[src/rtl/fib_ripple_adder.sv]
// Combinational ripple-carry adder; the carry out of the top bit is not produced.
module fib_ripple_adder #(
  parameter int WIDTH = 4
) (
  input  logic [WIDTH-1:0] a,
  input  logic [WIDTH-1:0] b,
  output logic [WIDTH-1:0] sum
);

  logic [WIDTH-1:0] carry;

  assign carry[0] = 1'b0;

  for (genvar i = 0; i < WIDTH; i++) begin : g_cell
    assign sum[i] = a[i] ^ b[i] ^ carry[i];
    // Modulo-2^WIDTH arithmetic: the final carry is simply never generated.
    if (i < WIDTH - 1) begin : g_carry
      assign carry[i+1] = (a[i] & b[i]) | (carry[i] & (a[i] ^ b[i]));
    end
  end

endmodule

[config.mk]
export PLATFORM = sky130hd
export DESIGN_NAME = fib_ripple_adder
export DESIGN_NICKNAME = d
export VERILOG_FILES = /design/src/rtl/fib_ripple_adder.sv
export SDC_FILE = /design/constraint.sdc
export NUM_CORES = 1
export LEC_CHECK = 0
export ABC_AREA = 0
export BUFFER_PORTS_ARGS = -buffer_cell sky130_fd_sc_hd__clkbuf_2
export CAP_MARGIN = 0
export CORE_AREA = 2 2 39 41
export DETAILED_ROUTE_END_ITERATION = 6
export DIE_AREA = 0 0 41 43
export PLACE_DENSITY = 0.33
export SYNTH_ARGS = -nofsm -noshare
export SYNTH_HDL_FRONTEND = slang
export SYNTH_SLANG_ARGS = --single-unit
[constraint.sdc]
create_clock -name vclk -period 1.2
set_clock_uncertainty 0.1 [all_clocks]
set_input_delay 0.06 -clock vclk [all_inputs]
set_output_delay 0.06 -clock vclk [all_outputs]
set_load 0.02 [all_outputs]
==> results.yml, run 1 <==
synthesis:
  synth_warnings: 0
  ys_top_cells_by_count: "2 x fa_1, 1 x ha_1, 1 x xor3_1"
  post-synth-top-count-cell: "fa_1"
  synth_fp_nets: 15
  avgSynthCellArea_um2: 19.08
  yosysUniqueCellTypes: 3
  ys_seq_area_share_pct: 0
  synth_top_cell_by_area: "fa_1"
  ys_top_cells_by_area: "fa_1 52%, xor3_1 31%, ha_1 16%"
  synthesis.area_um2: 76.32
  yosysTopAreaCellShare_pct: 52.46
  synthCells: 4
sta:
  setup_viol: 2
  clock.fmax_ghz: 0.6577
  tightest_slew_ns: 0.1208
  period_minus_slack_ns: 1.520
  hold_viol: 0
  rsz0062_at_grt: "true"
  maxSlewHeadroom_pct: 91.98
  fin_hold_ws_ns: 0.3476
  fin_crit_sh_pct: 126.7
  fin_ws_ns: -0.3204
  slew_viol_final: 0
setup_path:
  start_kind: "input port"
  crit_slowest_cell: "fa_2"
  critPathArrivalTime_ns: 1.36
  worstSetupEndpointType: "primary output"
  crit_path_frequent_cell: "fa_2"
  worstPathMaxFanout: 1
  path_cells: "buf_6, ha_4, fa_2, fa_2, xor3_2, clkbuf_2"
  path_class: "input port to primary output"
  cpPeakStageDelay_ns: 0.34
  cp_data_required_time_ns: 1.04
global_route:
  grt_start_max_net_pins: 2
  grt_first_pass_wirelength_um: 310
  antenna_found_initial: 0
  overflow: 0
  grtUsageTotal_pct: 2.505
  grt_pass1_vias: 79
floorplanning:
  initial_core_util_pct: 5.515
  io_pins: 12
  die_y_um: 43
  core-area_mm2: 0.001384
  die_w_um: 41
  die-area_mm2: 0.001763
  rows: 14
place:
  pre_cts_ws_ns: -0.3569
  placed_cell_area_um2: 175.2
  place.gp.congestion: 0.5165
  portBuffers: 12
clock_tree:
  cts_setup_buffers: 0
  hold_buffers: 0
finish:
  seq_cell_count: 0
  area_delta_synth_final_pct: 159.0
  ff_latch_area_um2: 0
  nClkBuffers: 0
  design_area_um2: 197.7
  final_nets: 29
  n_antenna_cell: 0
  drive_gt1_share_pct: 100.0
run:
  cap_violations: 0
detailed_routing:
  viasPerCell: 2.750
  ant_nets: 0
  wirelength_um: 220
  drc: 0
  dr_total_vias: 88
  drt_iter0_drc: 0
  first_pass_iters: 1
  routedWlPerCell_um: 6.875
status:
  status: "finished, violations left"
  failed_checks: "setup timing"
pwr:
  power_uw: 114.1
  vdd_drop_max_v: 0.0001381
  leakage_uw: 0.00009411
  power.density_mw_per_mm2: 577.4
worst_hold_path:
  worst_hold_path_type: "input port to primary output"
[where the power goes]
group | leakage, uW | switching, uW | internal (uW)
registers | 0 | 0 | 0
logic | 0.0000941 | 53.9 | 60.3
clock network | 0 | 0 | 0
total | 0.0000941 | 53.9 | 60.3
[final cells by class]
class	count	area, um^2
Fill cell	155	1186
Multi-Input combinational cell	4	95.09
Timing Repair Buffer	12	82.58
Tap cell	16	20.02
[cell usage in the layout, fill, tap and decap left out, drive strengths merged]
cell,n
ha,1
buf,3
fa,2
xor3,1
clkbuf,9
[layer usage]
| metal | track usage [%] | up-vias | routed length [um] |
|---|---|---|---|
| li1 | - | 38 | - |
| met1 | 4.473 | 38 | 106 |
| met2 | 3.438 | 12 | 61 |
| met3 | 0 | 0 | 52 |
| met4 | 0 | 0 | 0 |
| met5 | 0 | - | 0 |
[critical path, delay by kind of cell]
kind       cells  cell delay, ns
buf+inv        2            0.27
xor+xnor       1            0.22
fa+ha+maj      3            0.82
[final timing paths]
kind  startpoint      to  slack, ns  cells after the start
min         b[0]  sum[0]       0.35                      3
max         a[0]  sum[3]      -0.32                      6
[cells by family after synthesis]
logic type,after synthesis,share of synthesized area (%)
XOR/XNOR,1,31.14
adder cells (fa/ha/maj),3,68.85
[metrics by stage]
stage / TNS (ns) / instances / util [%]
after CTS: -0.6494 / 32 / 13.29
after global placement: -0.6122 / 32 / 12.66
after global routing: -0.6442 / 32 / 14.29
final: -0.5693 / 32 / 14.29
after detailed placement: -0.6620 / 32 / 12.66
after floorplan: -0.1745 / 4 / -
[repair_timing]
| item | CTS | global route |
|---|---|---|
| pin swaps | 0 | 0 |
| gates resized for setup | 2 | 4 |
| endpoints found under the setup margin | 2 | 2 |
No activity file was read; power rests on OpenSTA's default activity.
==> inputs of run 2 (changes only) <==
Settings changed: PLACE_DENSITY 0.33 to 0.32.
Clock period 1.2 ns to 1.6 ns, I/O delays scaled along.
==> run 2 against run 1 <==
Net effect:
- the run now ends clean
- global-route usage up 0.70 points
- via count down 2.3%
- die area unchanged
- final cell count unchanged
==> results.yml, run 2 (same netlist as run 1, synthesis figures left out) <==
global_route:
  grtUsageTotal_pct: 3.203
  antenna_found_initial: 0
  grt_start_max_net_pins: 2
  overflow: 0
  grt_pass1_vias: 101
  grt_first_pass_wirelength_um: 393
sta:
  tightest_slew_ns: 0.1217
  clock.fmax_ghz: 0.6389
  fin_crit_sh_pct: 97.82
  maxSlewHeadroom_pct: 91.92
  fin_ws_ns: 0.03490
  rsz0062_at_grt: "true"
  hold_viol: 0
  slew_viol_final: 0
  setup_viol: 0
  period_minus_slack_ns: 1.565
floorplanning:
  initial_core_util_pct: 5.515
  io_pins: 12
  die_w_um: 41
  rows: 14
  die_y_um: 43
  core-area_mm2: 0.001384
  die-area_mm2: 0.001763
detailed_routing:
  routedWlPerCell_um: 7.813
  wirelength_um: 250
  first_pass_iters: 1
  ant_nets: 0
  viasPerCell: 2.688
  dr_total_vias: 86
  drc: 0
  drt_iter0_drc: 0
finish:
  layout_commonest_cell: "clkbuf_2"
  seq_cell_count: 0
  fillers: 153
  final_nets: 29
  area_delta_synth_final_pct: 142.6
  drive_gt1_share_pct: 93.75
  ff_latch_area_um2: 0
  multiInputGateArea_um2: 93.84
  fin_cells: 32
  nClkBuffers: 0
  final_core_util_pct: 13.38
  final_cell_mix: "10 x clkbuf_2, 2 x fa_2"
  n_antenna_cell: 0
place:
  dpl.cell_count: 32
  place.gp.congestion: 0.5041
  portBuffers: 12
  pre_cts_ws_ns: -0.1286
status:
  status: "complete, no violations"
setup_path:
  path_class: "input port to primary output"
  worst-path-buf-inv: 2
  crit_slowest_cell: "fa_2"
  cpPeakStageDelay_ns: 0.34
  worstSetupEndpointType: "primary output"
  cp_data_required_time_ns: 1.42
  worstPathMaxFanout: 1
  path_cells: "clkbuf_2, ha_4, fa_2, fa_2, xor3_1, clkbuf_8"
  crit_path_frequent_cell: "fa_2"
  start_kind: "input port"
  critPathArrivalTime_ns: 1.39
  critical_path.top_delay_family: "adder cells"
worst_hold_path:
  worst_hold_path_type: "input port to primary output"
clock_tree:
  cts_setup_buffers: 0
pwr:
  vdd_drop_max_v: 0.0001117
  power.density_mw_per_mm2: 436.8
  leakage_uw: 0.00008994
run:
  cap_violations: 0
-- run 2: changes by cell type in the layout (fill, tap and decap cells not counted), sizes merged --
| cell | delta |
|---|---|
| buf | -3 |
| clkbuf | +3 |
-- run 2: path summary, 6_finish.rpt --
check / cells after the start / startpoint / endpoint / slack, ns
worst max-delay path: 6 / a[0] / sum[3] / 0.03
worst min-delay path: 3 / b[0] / sum[0] / 0.43
-- run 2: routing by layer --
layer / GRT usage, % / up-vias / part of all wire, %
met5: 0 / - / 0
met4: 0 / 0 / 0
met3: 2.094 / 0 / 28
met2: 4.375 / 12 / 29
met1: 4.459 / 36 / 42
li1: - / 38 / -
-- run 2: final cells by class --
cell class / count / area share, %
multi-input combinational: 4 / 50.68
timing repair buffer: 12 / 38.51
tap: 16 / 10.81
-- run 2: report_power, final --
| part | internal [uW] | leakage, uW | total [uW] | switching (uW) |
|---|---|---|---|---|
| Combinational | 40.8 | 0.0000899 | 80.9 | 40.1 |
| Sequential | 0 | 0 | 0 | 0 |
| Clock | 0 | 0 | 0 | 0 |
| Total | 40.8 | 0.0000899 | 80.9 | 40.1 |
-- run 2: through the flow --
stage / hold WS [ns] / area (um^2) / setup TNS (ns) / power [uW]
finish: 0.4260 / 185.2 / 0 / 80.89
global route: 0.4553 / 185.2 / -0.04773 / 91.88
CTS: 0.4233 / 175.2 / 0 / 81.10
detailed placement: 0.3988 / 156.4 / -0.1305 / 69.07
global placement: 0.3967 / 156.4 / -0.07168 / 66.72
floorplan: 0.2598 / 76.32 / 0 / 45.27
-- run 2: timing repair --
action	CTS	global route
hold buffers	0	0
endpoints found under the setup margin	2	1
resized for setup	6	1
